[config.mk]
export PLATFORM = sky130hd
export DESIGN_NAME = draw_board
export DESIGN_NICKNAME = d
export VERILOG_FILES = /design/src/rtl/draw_board_pkg.sv /design/src/rtl/draw_board_delay.sv /design/src/rtl/draw_board.sv
export SDC_FILE = /design/constraint.sdc
export NUM_CORES = 1
export LEC_CHECK = 0
export CAP_MARGIN = 20
export CORE_ASPECT_RATIO = 1.2
export CORE_UTILIZATION = 44
export DETAILED_ROUTE_END_ITERATION = 8
export GPL_TIMING_DRIVEN = 0
export PLACE_DENSITY = 0.86
export SLEW_MARGIN = 20
export SYNTH_ARGS = -nofsm -noshare
export SYNTH_HDL_FRONTEND = slang
export SYNTH_SLANG_ARGS = --single-unit
export TNS_END_PERCENT = 5
[constraint.sdc]
create_clock -name clk -period 4.2 [get_ports clk]
set_clock_uncertainty 0.2 [all_clocks]
set_input_delay 0.84 -clock clk [delete_from_list [all_inputs] [get_ports clk]]
set_output_delay 0.84 -clock clk [all_outputs]
set_load 0.1 [all_outputs]
[src/rtl/draw_board_pkg.sv]
// Shared types and constants for the board renderer: cell states, palette
// and the fixed pipeline latency of draw_board.
package board_pkg;

  typedef enum logic [1:0] {
    WATER = 2'd0,
    SHIP  = 2'd1,
    HIT   = 2'd2,
    MISS  = 2'd3
  } cell_state_t;

  localparam logic [11:0] COLOR_WATER = 12'h06C;
  localparam logic [11:0] COLOR_SHIP  = 12'h888;
  localparam logic [11:0] COLOR_HIT   = 12'hF00;
  localparam logic [11:0] COLOR_MISS  = 12'hFFF;
  localparam logic [11:0] COLOR_GRID  = 12'h000;

  localparam int DRAW_BOARD_LATENCY = 3;

  function automatic logic [11:0] cell_color(input logic [1:0] state);
    logic [11:0] color;
    case (cell_state_t'(state))
      WATER:   color = COLOR_WATER;
      SHIP:    color = COLOR_SHIP;
      HIT:     color = COLOR_HIT;
      MISS:    color = COLOR_MISS;
      default: color = COLOR_GRID;
    endcase
    return color;
  endfunction

endpackage

[src/rtl/draw_board_delay.sv]
// Parameterised shift register used to carry side-band video signals
// alongside the memory fetch; CLK_DEL must be at least 1.
module delay #(
  parameter int WIDTH   = 8,
  parameter int CLK_DEL = 1
) (
  input  logic             clk,
  input  logic             rst,
  input  logic [WIDTH-1:0] din,
  output logic [WIDTH-1:0] dout
);

  logic [WIDTH-1:0] r_stage [CLK_DEL];

  // shift chain, cleared asynchronously
  always_ff @(posedge clk or posedge rst) begin
    if (rst) begin
      for (int i = 0; i < CLK_DEL; i++) begin
        r_stage[i] <= '0;
      end
    end else begin
      r_stage[0] <= din;
      for (int i = 1; i < CLK_DEL; i++) begin
        r_stage[i] <= r_stage[i-1];
      end
    end
  end

  assign dout = r_stage[CLK_DEL-1];

endmodule

[src/rtl/draw_board.sv]
// Renders the game board into the VGA pixel stream: maps each pixel to a
// cell address, fetches its state from board_mem and recolours the pixel.
module draw_board
  import board_pkg::*;
#(
  parameter int X_POS        = 100,
  parameter int Y_POS        = 100,
  parameter int CELL_SIZE    = 32,
  parameter int X_SIZE       = 16,
  parameter int Y_SIZE       = 16,
  parameter int X_ADDR_WIDTH = 4,
  parameter int Y_ADDR_WIDTH = 4,
  parameter int DATA_WIDTH   = 2
) (
  input  logic                               clk,
  input  logic                               rst,
  input  logic [10:0]                        hcount_in,
  input  logic [10:0]                        vcount_in,
  input  logic                               hsync_in,
  input  logic                               hblnk_in,
  input  logic                               vsync_in,
  input  logic                               vblnk_in,
  input  logic [11:0]                        rgb_in,
  output logic [Y_ADDR_WIDTH+X_ADDR_WIDTH-1:0] mem_addr,
  input  logic [DATA_WIDTH-1:0]              mem_data,
  output logic [10:0]                        hcount_out,
  output logic [10:0]                        vcount_out,
  output logic                               hsync_out,
  output logic                               hblnk_out,
  output logic                               vsync_out,
  output logic                               vblnk_out,
  output logic [11:0]                        rgb_out
);

  localparam int          CELL_LOG2 = $clog2(CELL_SIZE);
  localparam logic [10:0] CELL_MASK = 11'(CELL_SIZE - 1);
  localparam logic [10:0] X_FIRST   = 11'(X_POS);
  localparam logic [10:0] X_LAST    = 11'(X_POS + X_SIZE * CELL_SIZE - 1);
  localparam logic [10:0] Y_FIRST   = 11'(Y_POS);
  localparam logic [10:0] Y_LAST    = 11'(Y_POS + Y_SIZE * CELL_SIZE - 1);
  localparam int          SB_WIDTH  = 11 + 11 + 4 + 12;

  logic [10:0]             w_x_off;
  logic [10:0]             w_y_off;
  logic [X_ADDR_WIDTH-1:0] w_x_idx;
  logic [Y_ADDR_WIDTH-1:0] w_y_idx;
  logic                    w_in_board;
  logic                    w_is_grid;
  logic [SB_WIDTH-1:0]     w_sb_in;
  logic [SB_WIDTH-1:0]     w_sb_dly;
  logic [10:0]             w_hcount_d2;
  logic [10:0]             w_vcount_d2;
  logic                    w_hsync_d2;
  logic                    w_hblnk_d2;
  logic                    w_vsync_d2;
  logic                    w_vblnk_d2;
  logic [11:0]             w_rgb_d2;
  logic [11:0]             w_rgb_next;

  logic [Y_ADDR_WIDTH+X_ADDR_WIDTH-1:0] r_mem_addr;
  logic r_in_board1;
  logic r_in_board2;
  logic r_is_grid1;
  logic r_is_grid2;

  // Negative offsets left/above the board wrap to large values; the
  // explicit bounds compare rejects them before the index is used.
  assign w_x_off    = hcount_in - X_FIRST;
  assign w_y_off    = vcount_in - Y_FIRST;
  assign w_x_idx    = X_ADDR_WIDTH'(w_x_off >> CELL_LOG2);
  assign w_y_idx    = Y_ADDR_WIDTH'(w_y_off >> CELL_LOG2);
  assign w_in_board = (hcount_in >= X_FIRST) && (hcount_in <= X_LAST) &&
                      (vcount_in >= Y_FIRST) && (vcount_in <= Y_LAST);
  assign w_is_grid  = ((w_x_off & CELL_MASK) == 11'd0) ||
                      ((w_y_off & CELL_MASK) == 11'd0);

  assign w_sb_in = {hcount_in, vcount_in, hsync_in, hblnk_in, vsync_in, vblnk_in, rgb_in};

  delay #(
    .WIDTH   (SB_WIDTH),
    .CLK_DEL (DRAW_BOARD_LATENCY - 1)
  ) u_sideband_delay (
    .clk  (clk),
    .rst  (rst),
    .din  (w_sb_in),
    .dout (w_sb_dly)
  );

  assign {w_hcount_d2, w_vcount_d2, w_hsync_d2, w_hblnk_d2,
          w_vsync_d2, w_vblnk_d2, w_rgb_d2} = w_sb_dly;

  // fetch stage and its qualifier pipeline; address holds outside the board
  always_ff @(posedge clk or posedge rst) begin
    if (rst) begin
      r_mem_addr  <= '0;
      r_in_board1 <= 1'b0;
      r_in_board2 <= 1'b0;
      r_is_grid1  <= 1'b0;
      r_is_grid2  <= 1'b0;
    end else begin
      if (w_in_board) begin
        r_mem_addr <= {w_y_idx, w_x_idx};
      end else begin
        r_mem_addr <= r_mem_addr;
      end
      r_in_board1 <= w_in_board;
      r_in_board2 <= r_in_board1;
      r_is_grid1  <= w_is_grid;
      r_is_grid2  <= r_is_grid1;
    end
  end

  assign mem_addr = r_mem_addr;

  // colour select; blanking overrides everything
  always_comb begin
    w_rgb_next = w_rgb_d2;
    if (w_hblnk_d2 || w_vblnk_d2) begin
      w_rgb_next = 12'h000;
    end else if (!r_in_board2) begin
      w_rgb_next = w_rgb_d2;
    end else if (r_is_grid2) begin
      w_rgb_next = COLOR_GRID;
    end else begin
      w_rgb_next = cell_color(2'(mem_data));
    end
  end

  // output register stage
  always_ff @(posedge clk or posedge rst) begin
    if (rst) begin
      hcount_out <= 11'd0;
      vcount_out <= 11'd0;
      hsync_out  <= 1'b0;
      hblnk_out  <= 1'b0;
      vsync_out  <= 1'b0;
      vblnk_out  <= 1'b0;
      rgb_out    <= 12'h000;
    end else begin
      hcount_out <= w_hcount_d2;
      vcount_out <= w_vcount_d2;
      hsync_out  <= w_hsync_d2;
      hblnk_out  <= w_hblnk_d2;
      vsync_out  <= w_vsync_d2;
      vblnk_out  <= w_vblnk_d2;
      rgb_out    <= w_rgb_next;
    end
  end

endmodule

Yosys cells after proc, flatten, opt, wreduce, memory -nomap -nowiden
Index checks and enable logic that the tools add are counted.

operators by class
  add/sub/neg operators = 2
  order comparisons = 4
  equality and inequality tests = 3
  mux-type cells = 4
  reduce and logical (&&, ||, !) cells = 8

operators with widths
  operator                                                                             count
  12-bit case mux with 4 select lines                                                  1
  12-bit 2-to-1 mux                                                                    3
  11-bit by 7-bit >= comparator with 1-bit output (second input constant)              2
  11-bit by 10-bit less-or-equal comparator with 1-bit output (second input constant)  2
  11-bit logical NOT                                                                   2
  9-bit by 7-bit subtractor with 9-bit output (second input constant)                  2
  2-bit equality test (second input constant)                                          2
  1-bit logical AND                                                                    3
  2-bit by 1-bit equality test with 1-bit output (second input constant)               1
  2-bit logical NOT                                                                    1
  1-bit logical OR                                                                     2

word-level totals
  flip-flop bits (word level) = 126
  input port bits = 42
  output and inout bits = 46
  word-level logic and storage cells = 35

Depth between registers and ports, before layout
Gate-level depths: netlist of run 1.

  depth after elaboration = 5
  mapped depth = 5
  depth with buffers taken out = 5

Hierarchy
Synthesis of run 1 repeated with hierarchy kept, for this count alone.

second synthesis, totals
  cell total of the unflattened synthesis = 251
  area total of the unflattened synthesis = 4119.0 sq um

by module, submodules not included
  module      instances  cells an instance  area an instance (sq um)  seq. area each (sq um)
  delay       1          115                2190.9                    1901.8
  draw_board  1          136                1928.1                    1251.2

Worst setup path before layout of run 1
OpenSTA, ideal clock, no wires.

  path type = input-to-reg
  from = in vcount_in[4]
  to = reg r_mem_addr[0], in the netlist mem_addr[0]
  setup time = 0.125 ns
  arrival = 2.210 ns
  required time = 3.875 ns
  setup slack = 1.665 ns
  cell stages on the path = 5
  buffers on the path = 0
  path through = o31a_1 -> a311oi_2 -> o211ai_2 -> a21oi_4 -> mux2_2

between the ends
  word-level cells in the longest chain between the ends = 3
  elaborated cells on any way between the ends = 4
  those cells by class = order compare (2); reduce/logical (2)

RTL lines
  item                                             line               source
  from (decl)                                      draw_board.sv:18   input logic [10:0] vcount_in,
  11-bit by 7-bit >= comparator with 1-bit output  draw_board.sv:73   (vcount_in >= Y_FIRST) && (vcount_in <= Y_LAST);
  1-bit logical AND                                draw_board.sv:72   assign w_in_board = (hcount_in >= X_FIRST) && (hcount_in <= X_LAST) &&
  1-bit logical AND (*)                            draw_board.sv:73
  via w_in_board                                   draw_board.sv:47   logic w_in_board;
  to (signal assigned)                             draw_board.sv:102  r_mem_addr <= {w_y_idx, w_x_idx};
  to (signal assigned)                             draw_board.sv:104  r_mem_addr <= r_mem_addr;
  to (decl)                                        draw_board.sv:60   logic [Y_ADDR_WIDTH+X_ADDR_WIDTH-1:0] r_mem_addr;

Mark *: on every way through the listed nets, which the timed path passes. The rest lies on a longest branch.
A chain may end at the register's enable or synchronous reset.

Worst setup path after layout of run 1
  from = reg r_mem_addr[5], in the netlist mem_addr[5]
  to = out mem_addr[5]

RTL lines
  item       line              source
  to (decl)  draw_board.sv:24  output logic [Y_ADDR_WIDTH+X_ADDR_WIDTH-1:0] mem_addr,

No word-level cell between the ends.

==> flow_summary.ini, run 1 <==
[sta]
final-hold-violation-count = 0
fmax_mhz = 330
worst_pin_slew_ns = 1.01
tns_ns = 0
finalSetupViolCount = 0
slew_violations = 0
period_share_pct = 72.1
period_minus_slack_ns = 3.03
max_slew_margin_pct = 32.3
rsz0062_at_grt = no

[global_routing]
antenna_found_initial = 0
grt_pass1_wl_mm = 9.63
grt_pass1_vias = 2057
grt_max_degree = 38
track_usage_pct = 15.5
overflow = 0

[synth]
synth_nets = 253
synthFlopType = dfrtp_1
ys_warn_count = 0
synth-adder-area-share_pct = 1.34
syn_avg_cell_area_sq_um = 18.0
synth-simple-area-share_pct = 4.73
synth-edff-count = 0
async_flop_share_pct = 100
synth-compound-area-share_pct = 4.86
ys_ff_latch = 126
synth_xor_area_share_pct = 1.41
synth_cell_types = 32
seq_area_frac_synth_pct = 84.5
synth.cell_area_sq_um = 3730
synth.area.mux_share_pct = 2.65
synth_top_family_by_area = compound AO/OA/AOI/OAI gates
syn_inst = 207

[floorplan]
die_y_um = 103
dieWidth_um = 86.1
io_pins = 88
core_sq_um = 8150
initial_core_util_pct = 45.8
num_rows = 36
die_area_sq_um = 8850

[critical_path]
cpPeakStageDelay_ns = 1.13
worstPathRequired_ns = 3.16
startpoint_type = register
end_kind = output pin
startpoint = mem_addr[5]$_DFFE_PP0P_
worst-path-stages = 1
cp.arrival_ns = 1.99
path_buf_inv = 1
path_class = register to output pin
r2r_slack_ns = 2.60
path_delay_family = buffers and inverters
worstPathCellList = clkdlybuf4s50_1
endpoint = mem_addr[5]
timing.rr.start = u_sideband_delay.dout[12]$_DFF_PP0_
slowest_stage = clkdlybuf4s50_1
crit_fanout = 2
r2r_cells = 4
r2r-end = rgb_out[10]$_DFF_PP0_

[placement]
gp_congestion = 0.809
dp.cells = 411
place_hpwl_mm = 4.21
io_buffers = 87

[clock_network]
hold_buffers = 0
cts_buffers = 17
clockRootBuffer = clkbuf_8
numClockSinks = 126
clock_path_buffers = 2
cts_tree = yes
post-cts-setup-buffers = 0
clk_latency_ns = 0.50
ctsResizeCount = 0
htreeDepth = 4
clkTransAtPathRegs_ns = 0.05

[routing]
detail_route.wl_per_cell_um = 13.5
dr.max_layer_used = met4
dr_total_vias = 1990
postRouteAntennaNets = 0
viasPerCell = 4.50
drc_errors = 0
dr.pass1.iters = 4
met1_length_mm = 2.26
wl_mm = 5.95
drt_iter0_markers = 37
routed-wl-met3_um = 287
wl_met2_mm = 3.32

[final_layout]
n_antenna_cell = 0
most-common-layout-cells = 126 x dfrtp_1, 87 x clkdlybuf4s50_1, 16 x clkbuf_16, 10 x a21oi_1, 10 x nor2_1
drive_gt1_share_pct = 12.8
nets = 362
stdcell_count = 442
area_growth_pct = 43.0
layout_commonest_cell = dfrtp_1

[run_status]
outcome = finished, final reports clean

[flow_run]
maxCapViolations = 0

[pwr]
powerDensity_nw_per_um2 = 587
total_power_w = 0.00313
power.leakage_nw = 2.34
vdd_drop_max_v = 0.000351

[worst_hold_path]
hold_class = register to register
[cells by family after synthesis]
| kind of cell | after synthesis |
|---|---|
| AOI/OAI and AO/OA | 24 |
| xor gates and xnor gates | 6 |
| adders and majority gates | 4 |
| buffers and inverters | 5 |
| DFF | 126 |
| muxes | 9 |
| and+or+nand+nor | 33 |
[worst min-delay path by stage]
stage / depth (start not counted) / slack [ns] / from / endpoint
floorplan: 0 / 0.13 / u_sideband_delay.dout[27]$_DFF_PP0_ / hcount_out[0]$_DFF_PP0_
global placement: 0 / 0.13 / u_sideband_delay.r_stage[54]$_DFF_PP0_ / u_sideband_delay.dout[16]$_DFF_PP0_
detailed placement: 0 / 0.13 / u_sideband_delay.dout[27]$_DFF_PP0_ / hcount_out[0]$_DFF_PP0_
CTS: 0 / 0.15 / u_sideband_delay.dout[17]$_DFF_PP0_ / vcount_out[1]$_DFF_PP0_
global route: 0 / 0.15 / u_sideband_delay.dout[27]$_DFF_PP0_ / hcount_out[0]$_DFF_PP0_
finish: 0 / 0.14 / u_sideband_delay.r_stage[72]$_DFF_PP0_ / u_sideband_delay.dout[34]$_DFF_PP0_
[Yosys cell counts (2+ instances only)]
cell	n	share of area, %
nor2_1	10	1.0
o21a_1	4	0.80
mux2_2	7	2.1
inv_1	3	0.30
nand2b_1	9	1.5
nand2_1	3	0.30
nand3_1	2	0.27
dfrtp_1	126	85
xor2_1	3	0.70
xnor2_1	3	0.70
nor4_1	3	0.50
mux2i_1	2	0.54
a21oi_1	10	1.3
ha_1	4	1.3
[area by class of cell]
class / instances / area (sq um)
Inverter: 3 / 15.0
Buffer: 2 / 7.51
Clock inverter: 6 / 61.3
Multi-Input combinational cell: 76 / 559
Timing Repair Buffer: 90 / 931
Clock buffer: 25 / 464
Tap cell: 114 / 143
Fill cell: 583 / 2820
Sequential cell: 126 / 3150
[layer usage]
metal,global-route usage [%],vias up
met3,6.08,8
met2,26.2,68
met4,9.36,0
li1,-,911
met5,0,-
met1,16.5,1003
[state kept, by name (all words and copies together), names as in the netlist, 8 cells and up]
signal / count
vcount_out: 11
rgb_out: 12
hcount_out: 11
u_sideband_delay.dout: 38
mem_addr: 8
u_sideband_delay.r_stage: 38
[report_power, final]
group	switching, W	total [W]	internal, W
clock	0.000450	0.00126	0.000808
combinational	0.000404	0.000549	0.000145
sequential	0.0000291	0.00133	0.00130
[metrics by stage]
stage	cell area [sq um]	hold slack [ns]	util (%)	setup slack, ns
6_report	5330	0.142	65.4	1.17
5_1_grt	5330	0.149	65.4	1.10
4_1_cts	5330	0.147	65.4	1.13
3_5_place_dp	4810	0.135	59.0	0.909
3_3_place_gp	4750	0.131	58.2	0.675
2_1_floorplan	3730	0.131	-	1.61
Power figures use the tool's default switching activity.
==> run 2: changes to the inputs <==
Settings changed: CORE_UTILIZATION 44 to 45, PLACE_DENSITY 0.86 to 0.84.
Clock period 4.2 ns to 2.82 ns, I/O delays scaled along.
==> flow_summary.ini, run 2 (same netlist as run 1, synthesis figures left out) <==
[run_status]
outcome = finished, final reports clean

[critical_path]
r2r_cells = 4
cp.arrival_ns = 2.00
worst-path-stages = 1
worstPathRequired_ns = 2.06
path_class = register to output pin
r2r_slack_ns = 1.19
crit_fanout = 2
slowest_stage = clkdlybuf4s50_1
end_kind = output pin
cpPeakStageDelay_ns = 1.13
worstPathCellList = clkdlybuf4s50_1
path_buf_inv = 1
path_delay_family = buffers and inverters
startpoint_type = register

[routing]
postRouteAntennaNets = 0
wl_mm = 6.17
met1_length_mm = 2.51
dr.pass1.iters = 4
viasPerCell = 4.73
dr_total_vias = 2004
drt_iter0_markers = 61
drc_errors = 0
wl_met2_mm = 3.16
detail_route.wl_per_cell_um = 14.5
dr.max_layer_used = met4
routed-wl-met3_um = 322

[final_layout]
most-common-layout-cells = 126 x dfrtp_1, 85 x clkdlybuf4s50_1, 16 x clkbuf_16, 10 x a21oi_1, 10 x nor2_1
layout_commonest_cell = dfrtp_1
stdcell_count = 424
area_growth_pct = 44.0
design_area_sq_um = 5370
drive_gt1_share_pct = 14.6
n_antenna_cell = 0
nets = 362

[clock_network]
htreeDepth = 4
numClockSinks = 126
clock_path_buffers = 2
cts_buffers = 17
cts_tree = yes
clockRootBuffer = clkbuf_8
clkTransAtPathRegs_ns = 0.06
clk_latency_ns = 0.51
post-cts-setup-buffers = 0

[placement]
gp_congestion = 0.812
postPlaceCellArea_sq_um = 4780
io_buffers = 87
place_hpwl_mm = 4.08
dp.cells = 392

[sta]
finalSetupViolCount = 0
period_share_pct = 97.9
rsz0062_at_grt = no
slew_violations = 0
worst_pin_slew_ns = 1.02
fmax_mhz = 362
max_slew_margin_pct = 31.6
final-hold-violation-count = 0
period_minus_slack_ns = 2.76

[global_routing]
track_usage_pct = 15.8
antenna_found_initial = 0
overflow = 0
grt_max_degree = 38
grt_pass1_vias = 2069
grt_pass1_wl_mm = 9.76

[floorplan]
die_area_sq_um = 8660
num_rows = 36
dieWidth_um = 85.1
core_sq_um = 8060
io_pins = 88
die_y_um = 102
initial_core_util_pct = 46.3

[pwr]
vdd_drop_max_v = 0.000602
power.leakage_nw = 2.39
powerDensity_nw_per_um2 = 905

[worst_hold_path]
hold_path_depth = 0
hold_class = register to register

[flow_run]
maxCapViolations = 0
==> run 2: repair_timing <==
item	4_1_cts	5_1_grt
hold endpoints to repair	0	0
gates resized for setup	0	2
endpoints found under the setup margin	0	2
hold buffers	0	0
==> run 2: stage by stage <==
stage               TNS (ns)  utilization (%)  setup slack, ns  total power [W]  hold WS (ns)
floorplan                  0                -            0.503          0.00258         0.131
global placement      -57.06             58.6           -0.451          0.00280         0.131
detailed placement    -0.890             59.3           -0.140          0.00283         0.135
CTS                        0             66.6           0.0247          0.00491         0.145
global route               0             66.7          0.00474          0.00502         0.150
finish                     0             66.7           0.0606          0.00486         0.142
==> run 2: routing by layer <==
layer	vias to the layer above	global-route usage, %
met4	0	9.00
met5	-	0
met3	16	6.85
li1	906	-
met2	81	25.4
met1	1001	17.9
==> run 2: report_power, final <==
part	switching [W]	internal, W
logic	0.000606	0.000215
clock network	0.000725	0.00134
registers	0.0000439	0.00193
total	0.00137	0.00349
==> run 2: path summary, 6_finish.rpt <==
path | startpoint | endpoint
min reg2reg | u_sideband_delay.r_stage[42]$_DFF_PP0_ | u_sideband_delay.dout[4]$_DFF_PP0_
max | mem_addr[7]$_DFFE_PP0P_ | mem_addr[7]
min | u_sideband_delay.r_stage[42]$_DFF_PP0_ | u_sideband_delay.dout[4]$_DFF_PP0_
min in group asynchronous | rst | rgb_out[4]$_DFF_PP0_
max reg2reg | u_sideband_delay.dout[12]$_DFF_PP0_ | rgb_out[9]$_DFF_PP0_
max in group asynchronous | rst | hcount_out[9]$_DFF_PP0_
==> run 2: layout make-up <==
type | count | area, sq um
Buffer | 2 | 7.51
Clock buffer | 22 | 473
Clock inverter | 10 | 111
Fill cell | 542 | 2690
Inverter | 3 | 15.0
Multi-Input combinational cell | 76 | 559
Sequential cell | 126 | 3150
Tap cell | 95 | 119
Timing Repair Buffer | 90 | 936
==> run 2: worst reg2reg max path, cell delays in order (launching register included) <==
cell      delay (ns)
dfrtp_1         0.38
or2_2           0.29
clkbuf_1        0.22
a21oi_1         0.30
o21a_1          0.18
==> run 3: changes to the inputs <==
Settings changed: PLACE_DENSITY 0.84 to 0.73.
==> flow_summary.ini, run 3 (same netlist as run 1, synthesis figures left out) <==
[clock_network]
clockRootBuffer = clkbuf_8
htreeDepth = 4
post-cts-setup-buffers = 0
clock_path_buffers = 2
hold_buffers = 0
cts_tree = yes
cts_buffers = 17
clk_latency_ns = 0.49
clkTransAtPathRegs_ns = 0.06
numClockSinks = 126

[routing]
detail_route.wl_per_cell_um = 14.3
dr_total_vias = 1994
dr.pass1.iters = 6
drc_errors = 0
viasPerCell = 4.69
drt_iter0_markers = 106
postRouteAntennaNets = 0
wl_mm = 6.08

[run_status]
outcome = finished, final reports clean

[placement]
place_hpwl_mm = 4.03
postPlaceCellArea_sq_um = 4800
io_buffers = 87
dp.cells = 393
gp_congestion = 0.771

[sta]
finalSetupViolCount = 0
period_share_pct = 97.6
max_slew_margin_pct = 32.0
worst_pin_slew_ns = 1.02
rsz0062_at_grt = no
slew_violations = 0
period_minus_slack_ns = 2.75
fmax_mhz = 363
final-hold-violation-count = 0
tns_ns = 0

[global_routing]
antenna_found_initial = 0
grt_max_degree = 39
grt_pass1_wl_mm = 9.89
grt_pass1_vias = 2082
track_usage_pct = 16.0
overflow = 0

[critical_path]
timing.rr.start = u_sideband_delay.dout[12]$_DFF_PP0_
cp.arrival_ns = 1.99
r2r_cells = 4
end_kind = output pin
slowest_stage = clkdlybuf4s50_1
path_delay_family = buffers and inverters
worstPathCellList = clkdlybuf4s50_1
r2r_slack_ns = 1.19
crit_fanout = 1
worstPathRequired_ns = 2.06
r2r-end = rgb_out[9]$_DFF_PP0_
path_buf_inv = 1
startpoint_type = register
cpPeakStageDelay_ns = 1.16
path_class = register to output pin

[floorplan]
io_pins = 88
die_area_sq_um = 8660
dieWidth_um = 85.1
core_sq_um = 8060
num_rows = 36
die_y_um = 102
initial_core_util_pct = 46.3

[final_layout]
stdcell_count = 425
layout_commonest_cell = dfrtp_1
drive_gt1_share_pct = 15.2
area_growth_pct = 44.6
multiInputGateArea_sq_um = 559
nFillCells = 524
n_antenna_cell = 0
register_area_sq_um = 3150
final_core_util_pct = 66.9
most-common-layout-cells = 126 x dfrtp_1, 84 x clkdlybuf4s50_1, 16 x clkbuf_16, 10 x a21oi_1, 10 x nor2_1
design_area_sq_um = 5390
nets = 363

[worst_hold_path]
min_to = vcount_out[10]$_DFF_PP0_
hold_class = register to register
hold_path_depth = 0
hp-start = u_sideband_delay.dout[26]$_DFF_PP0_

[pwr]
powerDensity_nw_per_um2 = 899
power.leakage_nw = 2.40
vdd_drop_max_v = 0.000517

[flow_run]
maxCapViolations = 0
==> run 3: timing repair <==
item                                   CTS  global route
gates resized for setup                  0             3
endpoints found under the hold margin    0             0
setup endpoints to repair                0             3
==> run 3: cell type report <==
| type | count | share of cell area, % |
|---|---|---|
| tap | 95 | 2.20 |
| timing repair buffer | 91 | 17.8 |
| clock inverter | 13 | 2.60 |
| inverter | 3 | 0.278 |
| buffer | 2 | 0.139 |
| clock buffer | 19 | 8.19 |
| sequential | 126 | 58.5 |
| multi-input combinational | 76 | 10.4 |
==> run 3: worst register-to-register path, delay by kind of cell, from the launching register on <==
kind            cells  cell delay [ns]
buf+inv             1             0.22
compound gates      2             0.49
simple gates        1             0.29
flops               1             0.37
==> run 3: worst max path at each step <==
stage	start	endpoint	slack, ns	cells after the start
2_1_floorplan	rst	hblnk_out$_DFF_PP0_	0.50	1
3_3_place_gp	rst	u_sideband_delay.r_stage[73]$_DFF_PP0_	-0.45	2
3_5_place_dp	vcount_in[4]	mem_addr[4]$_DFFE_PP0P_	-0.17	6
4_1_cts	vcount_out[10]$_DFF_PP0_	vcount_out[10]	0.03	1
5_1_grt	hcount_out[2]$_DFF_PP0_	hcount_out[2]	0.01	1
6_report	vcount_out[10]$_DFF_PP0_	vcount_out[10]	0.07	1
==> run 3: power breakdown <==
group          internal [W]  leakage, nW  switching (W)
Clock               0.00130        0.276       0.000753
Sequential          0.00193         1.50      0.0000411
Combinational      0.000218        0.624       0.000606
Total               0.00345         2.40        0.00140
==> run 3: per-stage QoR <==
stage	power, W	setup slack (ns)	hold WS [ns]
after floorplan	0.00258	0.503	0.131
after global placement	0.00281	-0.445	0.131
after detailed placement	0.00283	-0.167	0.135
after CTS	0.00491	0.0296	0.144
after global routing	0.00504	0.0138	0.146
final	0.00485	0.0686	0.140
==> run 3: per-layer routing <==
| metal | global-route usage (%) | part of all wire (%) | vias to the layer above |
|---|---|---|---|
| met4 | 8.74 | 1.7 | 0 |
| met1 | 18.7 | 41 | 996 |
| li1 | - | - | 917 |
| met3 | 6.36 | 5.7 | 11 |
| met5 | 0 | 0 | - |
| met2 | 25.6 | 52 | 70 |
